<file path="src/rtl/instr_encoder.sv">
// Instruction encoder: turns encode requests into 32-bit MIPS-style words.
// Legal requests are queued in a 4-deep FIFO. A two-state write FSM then
// drains the FIFO into instruction memory at consecutive word addresses.
module instr_encoder (
    input  logic        clk_i,
    input  logic        rst_i,
    input  logic [31:0] base_addr_i,
    input  logic        req_valid_i,
    output logic        req_ready_o,
    input  logic [2:0]  kind_i,
    input  logic [4:0]  rs_i,
    input  logic [4:0]  rt_i,
    input  logic [4:0]  rd_i,
    input  logic [4:0]  shamt_i,
    input  logic [5:0]  funct_i,
    input  logic [15:0] imm_i,
    output logic        mem_we_o,
    output logic [31:0] mem_addr_o,
    output logic [31:0] mem_data_o,
    input  logic        mem_ack_i,
    output logic [15:0] instr_count_o,
    output logic        err_o
);

    typedef enum logic {IDLE, WRITE} state_t;

    localparam logic [2:0] KIND_R       = 3'd0;
    localparam logic [2:0] KIND_BEQ     = 3'd1;
    localparam logic [2:0] KIND_ADDI    = 3'd2;
    localparam logic [2:0] KIND_SLTIU   = 3'd3;
    localparam logic [2:0] KIND_LUI     = 3'd4;
    localparam logic [2:0] KIND_ORI     = 3'd5;
    localparam logic [2:0] KIND_BNE     = 3'd6;
    localparam logic [2:0] KIND_ILLEGAL = 3'd7;

    localparam logic [5:0] OP_R     = 6'b000000;
    localparam logic [5:0] OP_BEQ   = 6'b000100;
    localparam logic [5:0] OP_BNE   = 6'b000101;
    localparam logic [5:0] OP_ADDI  = 6'b001000;
    localparam logic [5:0] OP_SLTIU = 6'b001011;
    localparam logic [5:0] OP_ORI   = 6'b001101;
    localparam logic [5:0] OP_LUI   = 6'b001111;

    // Build one instruction word from the request fields.
    // lui has no source register, so its rs field is forced to zero.
    function automatic logic [31:0] encode(
        input logic [2:0]  kind,
        input logic [4:0]  rs,
        input logic [4:0]  rt,
        input logic [4:0]  rd,
        input logic [4:0]  shamt,
        input logic [5:0]  funct,
        input logic [15:0] imm
    );
        logic [5:0] opc;
        logic [4:0] rs_f;
        opc  = OP_R;
        rs_f = rs;
        case (kind)
            KIND_BEQ:   opc = OP_BEQ;
            KIND_ADDI:  opc = OP_ADDI;
            KIND_SLTIU: opc = OP_SLTIU;
            KIND_LUI: begin
                opc  = OP_LUI;
                rs_f = 5'd0;
            end
            KIND_ORI:   opc = OP_ORI;
            KIND_BNE:   opc = OP_BNE;
            default:    opc = OP_R;
        endcase
        if (kind == KIND_R)
            encode = {OP_R, rs, rt, rd, shamt, funct};
        else
            encode = {opc, rs_f, rt, imm};
    endfunction

    logic [31:0] fifo_mem [4];
    logic [1:0]  wr_ptr;
    logic [1:0]  rd_ptr;
    logic [2:0]  fifo_cnt;
    logic [31:0] addr_q;
    state_t      state;
    logic [31:0] enc_word;
    logic        hs;
    logic        push;
    logic        pop;

    assign enc_word = encode(kind_i, rs_i, rt_i, rd_i, shamt_i, funct_i, imm_i);

    // Readiness uses this cycle's occupancy only. A pop in the same
    // cycle does not open a slot for a push.
    assign req_ready_o = !rst_i && (fifo_cnt != 3'd4);
    assign hs          = req_valid_i && req_ready_o;
    assign push        = hs && (kind_i != KIND_ILLEGAL);
    assign pop         = (state == WRITE) && mem_ack_i;
    assign mem_addr_o  = addr_q;

    // FIFO storage holds only data. Stale entries are unreachable after a reset.
    always_ff @(posedge clk_i) begin
        if (push)
            fifo_mem[wr_ptr] <= enc_word;
    end

    // FIFO pointers and occupancy. A simultaneous push and pop leave the count unchanged.
    always_ff @(posedge clk_i) begin
        if (rst_i) begin
            wr_ptr   <= 2'd0;
            rd_ptr   <= 2'd0;
            fifo_cnt <= 3'd0;
        end else begin
            if (push)
                wr_ptr <= wr_ptr + 2'd1;
            if (pop)
                rd_ptr <= rd_ptr + 2'd1;
            case ({push, pop})
                2'b10:   fifo_cnt <= fifo_cnt + 3'd1;
                2'b01:   fifo_cnt <= fifo_cnt - 3'd1;
                default: fifo_cnt <= fifo_cnt;
            endcase
        end
    end

    // Sticky error flag: an illegal kind is consumed and never queued.
    always_ff @(posedge clk_i) begin
        if (rst_i)
            err_o <= 1'b0;
        else if (hs && (kind_i == KIND_ILLEGAL))
            err_o <= 1'b1;
    end

    // Write FSM. It presents the FIFO head and holds address and data until the memory acknowledges.
    always_ff @(posedge clk_i) begin
        if (rst_i) begin
            state         <= IDLE;
            mem_we_o      <= 1'b0;
            mem_data_o    <= 32'd0;
            addr_q        <= base_addr_i;
            instr_count_o <= 16'd0;
        end else begin
            case (state)
                IDLE: begin
                    if (fifo_cnt != 3'd0) begin
                        state      <= WRITE;
                        mem_we_o   <= 1'b1;
                        mem_data_o <= fifo_mem[rd_ptr];
                    end
                end
                WRITE: begin
                    if (mem_ack_i) begin
                        state         <= IDLE;
                        mem_we_o      <= 1'b0;
                        addr_q        <= addr_q + 32'd4;
                        instr_count_o <= instr_count_o + 16'd1;
                    end
                end
                default: begin
                    state    <= IDLE;
                    mem_we_o <= 1'b0;
                end
            endcase
        end
    end

endmodule

</file>
<file path="config.mk">
export PLATFORM = sky130hd
export DESIGN_NAME = instr_encoder
export DESIGN_NICKNAME = d
export VERILOG_FILES = /design/src/rtl/instr_encoder.sv
export SDC_FILE = /design/constraint.sdc
export NUM_CORES = 1
export LEC_CHECK = 0
export CORE_AREA = 2 2 140 142
export DETAILED_ROUTE_END_ITERATION = 10
export DIE_AREA = 0 0 142 144
export PLACE_DENSITY_LB_ADDON = 0.2
export RECOVER_POWER = 25
export SKIP_CTS_REPAIR_TIMING = 1
export SYNTH_ARGS = -nofsm -noshare
export SYNTH_HDL_FRONTEND = slang
export SYNTH_SLANG_ARGS = --single-unit
</file>
<file path="constraint.sdc">
create_clock -name clk_i -period 2.65 [get_ports clk_i]
set_input_delay 0.53 -clock clk_i [delete_from_list [all_inputs] [get_ports clk_i]]
set_output_delay 0.53 -clock clk_i [all_outputs]
set_load 0.02 [all_outputs]
</file>
==> qor.csv <==
stage,metric,value,unit
outcome,status,finished clean,
flow_run,cap_violations,0,
layout,fill_cells,1477,
timing,fin_crit,2413,ps
synth,synth_cells,653,
placed_design,placed_cells,1042,
layout,fin_area,11500,sq um
critical_path,rrSetupSlack,450,ps
grt,grt_max_degree,33,
critical_path,critPathKind,reg -> out,
placed_design,hpwl,13250,um
layout,drive_gt1_share,13.74,%
pwr,pwr-share-comb,18.9,%
routing,vias,5940,
timing,worst_slew_pin_slew,1159,ps
synth,ys_seq_area_share,64.60,%
critical_path,r2r-end,mem_addr_o[6],
synth,syn_area_per_cell,13.48,sq um
placed_design,gp_congestion,0.8098,
critical_path,startpoint_type,flop,
routing,drt_iter0_drc,389,
placed_design,placed_area,10820,sq um
synth,ys_top_cells_by_area,"edfxtp_1 52%, dfxtp_1 13%, mux4_2 7.7%",
grt,grt_pass1_wl,30050,um
routing,viasPerCell,5.490,
pwr,pwr-share-seq,46.1,%
placed_design,io_buffers,161,
synth,netlist-cell-type-count,49,
grt,grtUsageMet2,32.75,%
pwr,p_per_area,746.5,nW/um^2
layout,fin_nets,917,
critical_path,worstPathArrival,1880,ps
routing,drt-wirelength-per-cell,18.07,um
pwr,clkPwrFrac,35.0,%
floorplanning,die_area,20450,sq um
grt,gr-total-overflow,0,
critical_path,critPathRequiredTime,2120,ps
routing,ant_nets,0,
floorplanning,coreArea,19080,sq um
synth,synth_edf_count,152,
floorplanning,die_height,144,um
synth,synthesis.area,8801,sq um
grt,grt-busiest-layer,met2,
cts,cts_tree,built,
floorplanning,fp.dieW,142,um
layout,syn_to_final_growth,30.72,%
pwr,p_switching,0.002271,W
floorplanning,ios,164,
hold_path,hp-class,in -> reg,
cts,clockBufferDepth,3,
pwr,ir_worst_vdd,493.1,uV
routing,drt_pre_antenna_iters,5,
cts,clock-sinks,208,
layout,n_antenna_cell,0,
critical_path,timing.rr.start,state,
synth,yosysTopAreaCell,edfxtp_1,
synth,async_flop_share,0,%
cts,cts_made_buffers,22,
critical_path,max_stage_delay,660,ps
timing,finalHoldViolations,0,
pwr,p_int,0.006317,W
floorplanning,initial_core_util,46.13,%
grt,grtUsageMet3,3.477,%
timing,fin_skew,10.73,ps
critical_path,crit_family,buffers and inverters,
timing,post-route-period-util,91.05,%
synth,synth_top_area_share,51.86,%
hold_path,min_to,err_o,
critical_path,path_buf_inv,1,
timing,report.final.slew_viol_count,0,
grt,grtUsageTotal,18.84,%
cts,clk_latency,500,ps
grt,antenna_found_initial,0,
timing,max_freq,0.4144,GHz
routing,drc_errors,0,
critical_path,cp-end-kind,primary output,
pwr,leakage,3.781,nW
routing,routed_wl,19550,um
timing,rsz0062_at_grt,false,
layout,final_core_utilization,60.30,%
cts,cts-root-buf,clkbuf_16,
hold_path,holdPathStages,2,
floorplanning,num_rows,51,
synth,synth_seq_cells,208,
critical_path,path_cells,nor2_1 > a21oi_1 > clkdlybuf4s50_1,
cts,clk_pin_slew,60,ps
timing,setup_tns,0,ps
layout,layout_common_cells,"153 x clkdlybuf4s50_1, 152 x edfxtp_1, 91 x nand2_1",
layout,final_cells,1082,
synth,yosys_warnings,0,
grt,grtUsageMet1,24.49,%
cts,htree_levels,1,
critical_path,reg2reg_depth,3,
timing,timing.slew.headroom,22.71,%
layout,layout_commonest_cell,clkdlybuf4s50_1,
critical_path,path_max_fanout,4,
pwr,switching_share,26.45,%
hold_path,hp-start,rst_i,
timing,setup_viol,0,
synth,ys_dominant_reg_cell,edfxtp_1,
critical_path,cp_slowest_cell,clkdlybuf4s50_1,
grt,grt_pass1_vias,5684,
## worst register-to-register path: cells and delay by family (launching register included)
kind | cells | cell delay (ps)
flops | 1 | 410
simple gates | 2 | 940
buf+inv | 1 | 460
## metrics by stage
step,power [W],hold slack (ps),setup slack (ps)
floorplan,0.004900,455.5,87.17
global placement,0.005635,440.8,-30.62
detailed placement,0.005682,446.2,-116.9
CTS,0.008689,377.2,215.6
global route,0.008955,386.8,146.6
finish,0.008588,395.8,237.1
## how the worst max path moves through the flow
stage,from,to,depth (start not counted)
floorplan,kind_i[2],fifo_mem[1][0],4
global placement,kind_i[0],fifo_cnt[2],10
detailed placement,kind_i[0],fifo_cnt[2],10
CTS,fifo_cnt[0],req_ready_o,3
global route,rst_i,mem_addr_o[21],5
finish,fifo_cnt[0],req_ready_o,3
## cell type report
class	instances	area (sq um)	share of cell area, %
well taps	238	297.8	2.588
multi-input cells	398	2908	25.27
repair buffers	186	1851	16.08
inverters	12	45.04	0.3915
clock buffers	32	649.4	5.644
flip-flops and latches	208	5688	49.44
clock inverters	8	66.31	0.5764
## kinds of logic after synthesis
kind of cell / share of synthesized area (%)
compound gates: 5.914
xor+xnor: 2.886
fa+ha+maj: 1.223
buf+inv: 2.431
flops: 64.60
mux: 10.21
other cells: 0.04261
simple gates: 12.70
## synthesized netlist by cell type, types with 2 or more instances
master	number
nor3_1	3
xor2_1	18
inv_1	11
or4b_1	2
nand2_1	91
a31oi_1	13
mux2i_1	2
nand3_1	18
o31ai_1	9
mux2_2	18
buf_1	6
nor2b_1	6
buf_6	2
mux4_2	30
and4_1	2
nand4_1	16
ha_1	7
and3_1	6
o211ai_1	4
nor2_1	37
edfxtp_1	152
buf_4	3
nor4_1	3
and4_4	2
a21oi_1	38
or4_1	12
clkbuf_1	19
o21ai_0	20
or2_2	2
buf_2	6
xnor2_1	11
dfxtp_1	56
or3_1	6
and2_1	7
## registers in the layout, indices dropped and copies added, names as in the netlist
name and cells:
err_o 1, fifo_cnt 3, fifo_mem 120, mem_data_o 30, state 1, rd_ptr 2, mem_we_o 1, wr_ptr 2
mem_addr_o 32, instr_count_o 16
## power by group through the flow
stage	Sequential (W)	Clock (W)	Combinational [W]
after floorplan	0.00419	0	0.000713
after global placement	0.00401	0	0.00162
after detailed placement	0.00403	0	0.00165
after CTS	0.00396	0.00307	0.00166
after global routing	0.00399	0.00320	0.00177
final	0.00396	0.00300	0.00163
## metal layers
| metal | up-vias | routed length [um] |
|---|---|---|
| met5 | - | 0 |
| met4 | 0 | 349 |
| met3 | 27 | 1509 |
| met2 | 236 | 9663 |
| met1 | 2875 | 8032 |
| li1 | 2802 | - |
No activity file was read; power rests on OpenSTA's default activity.
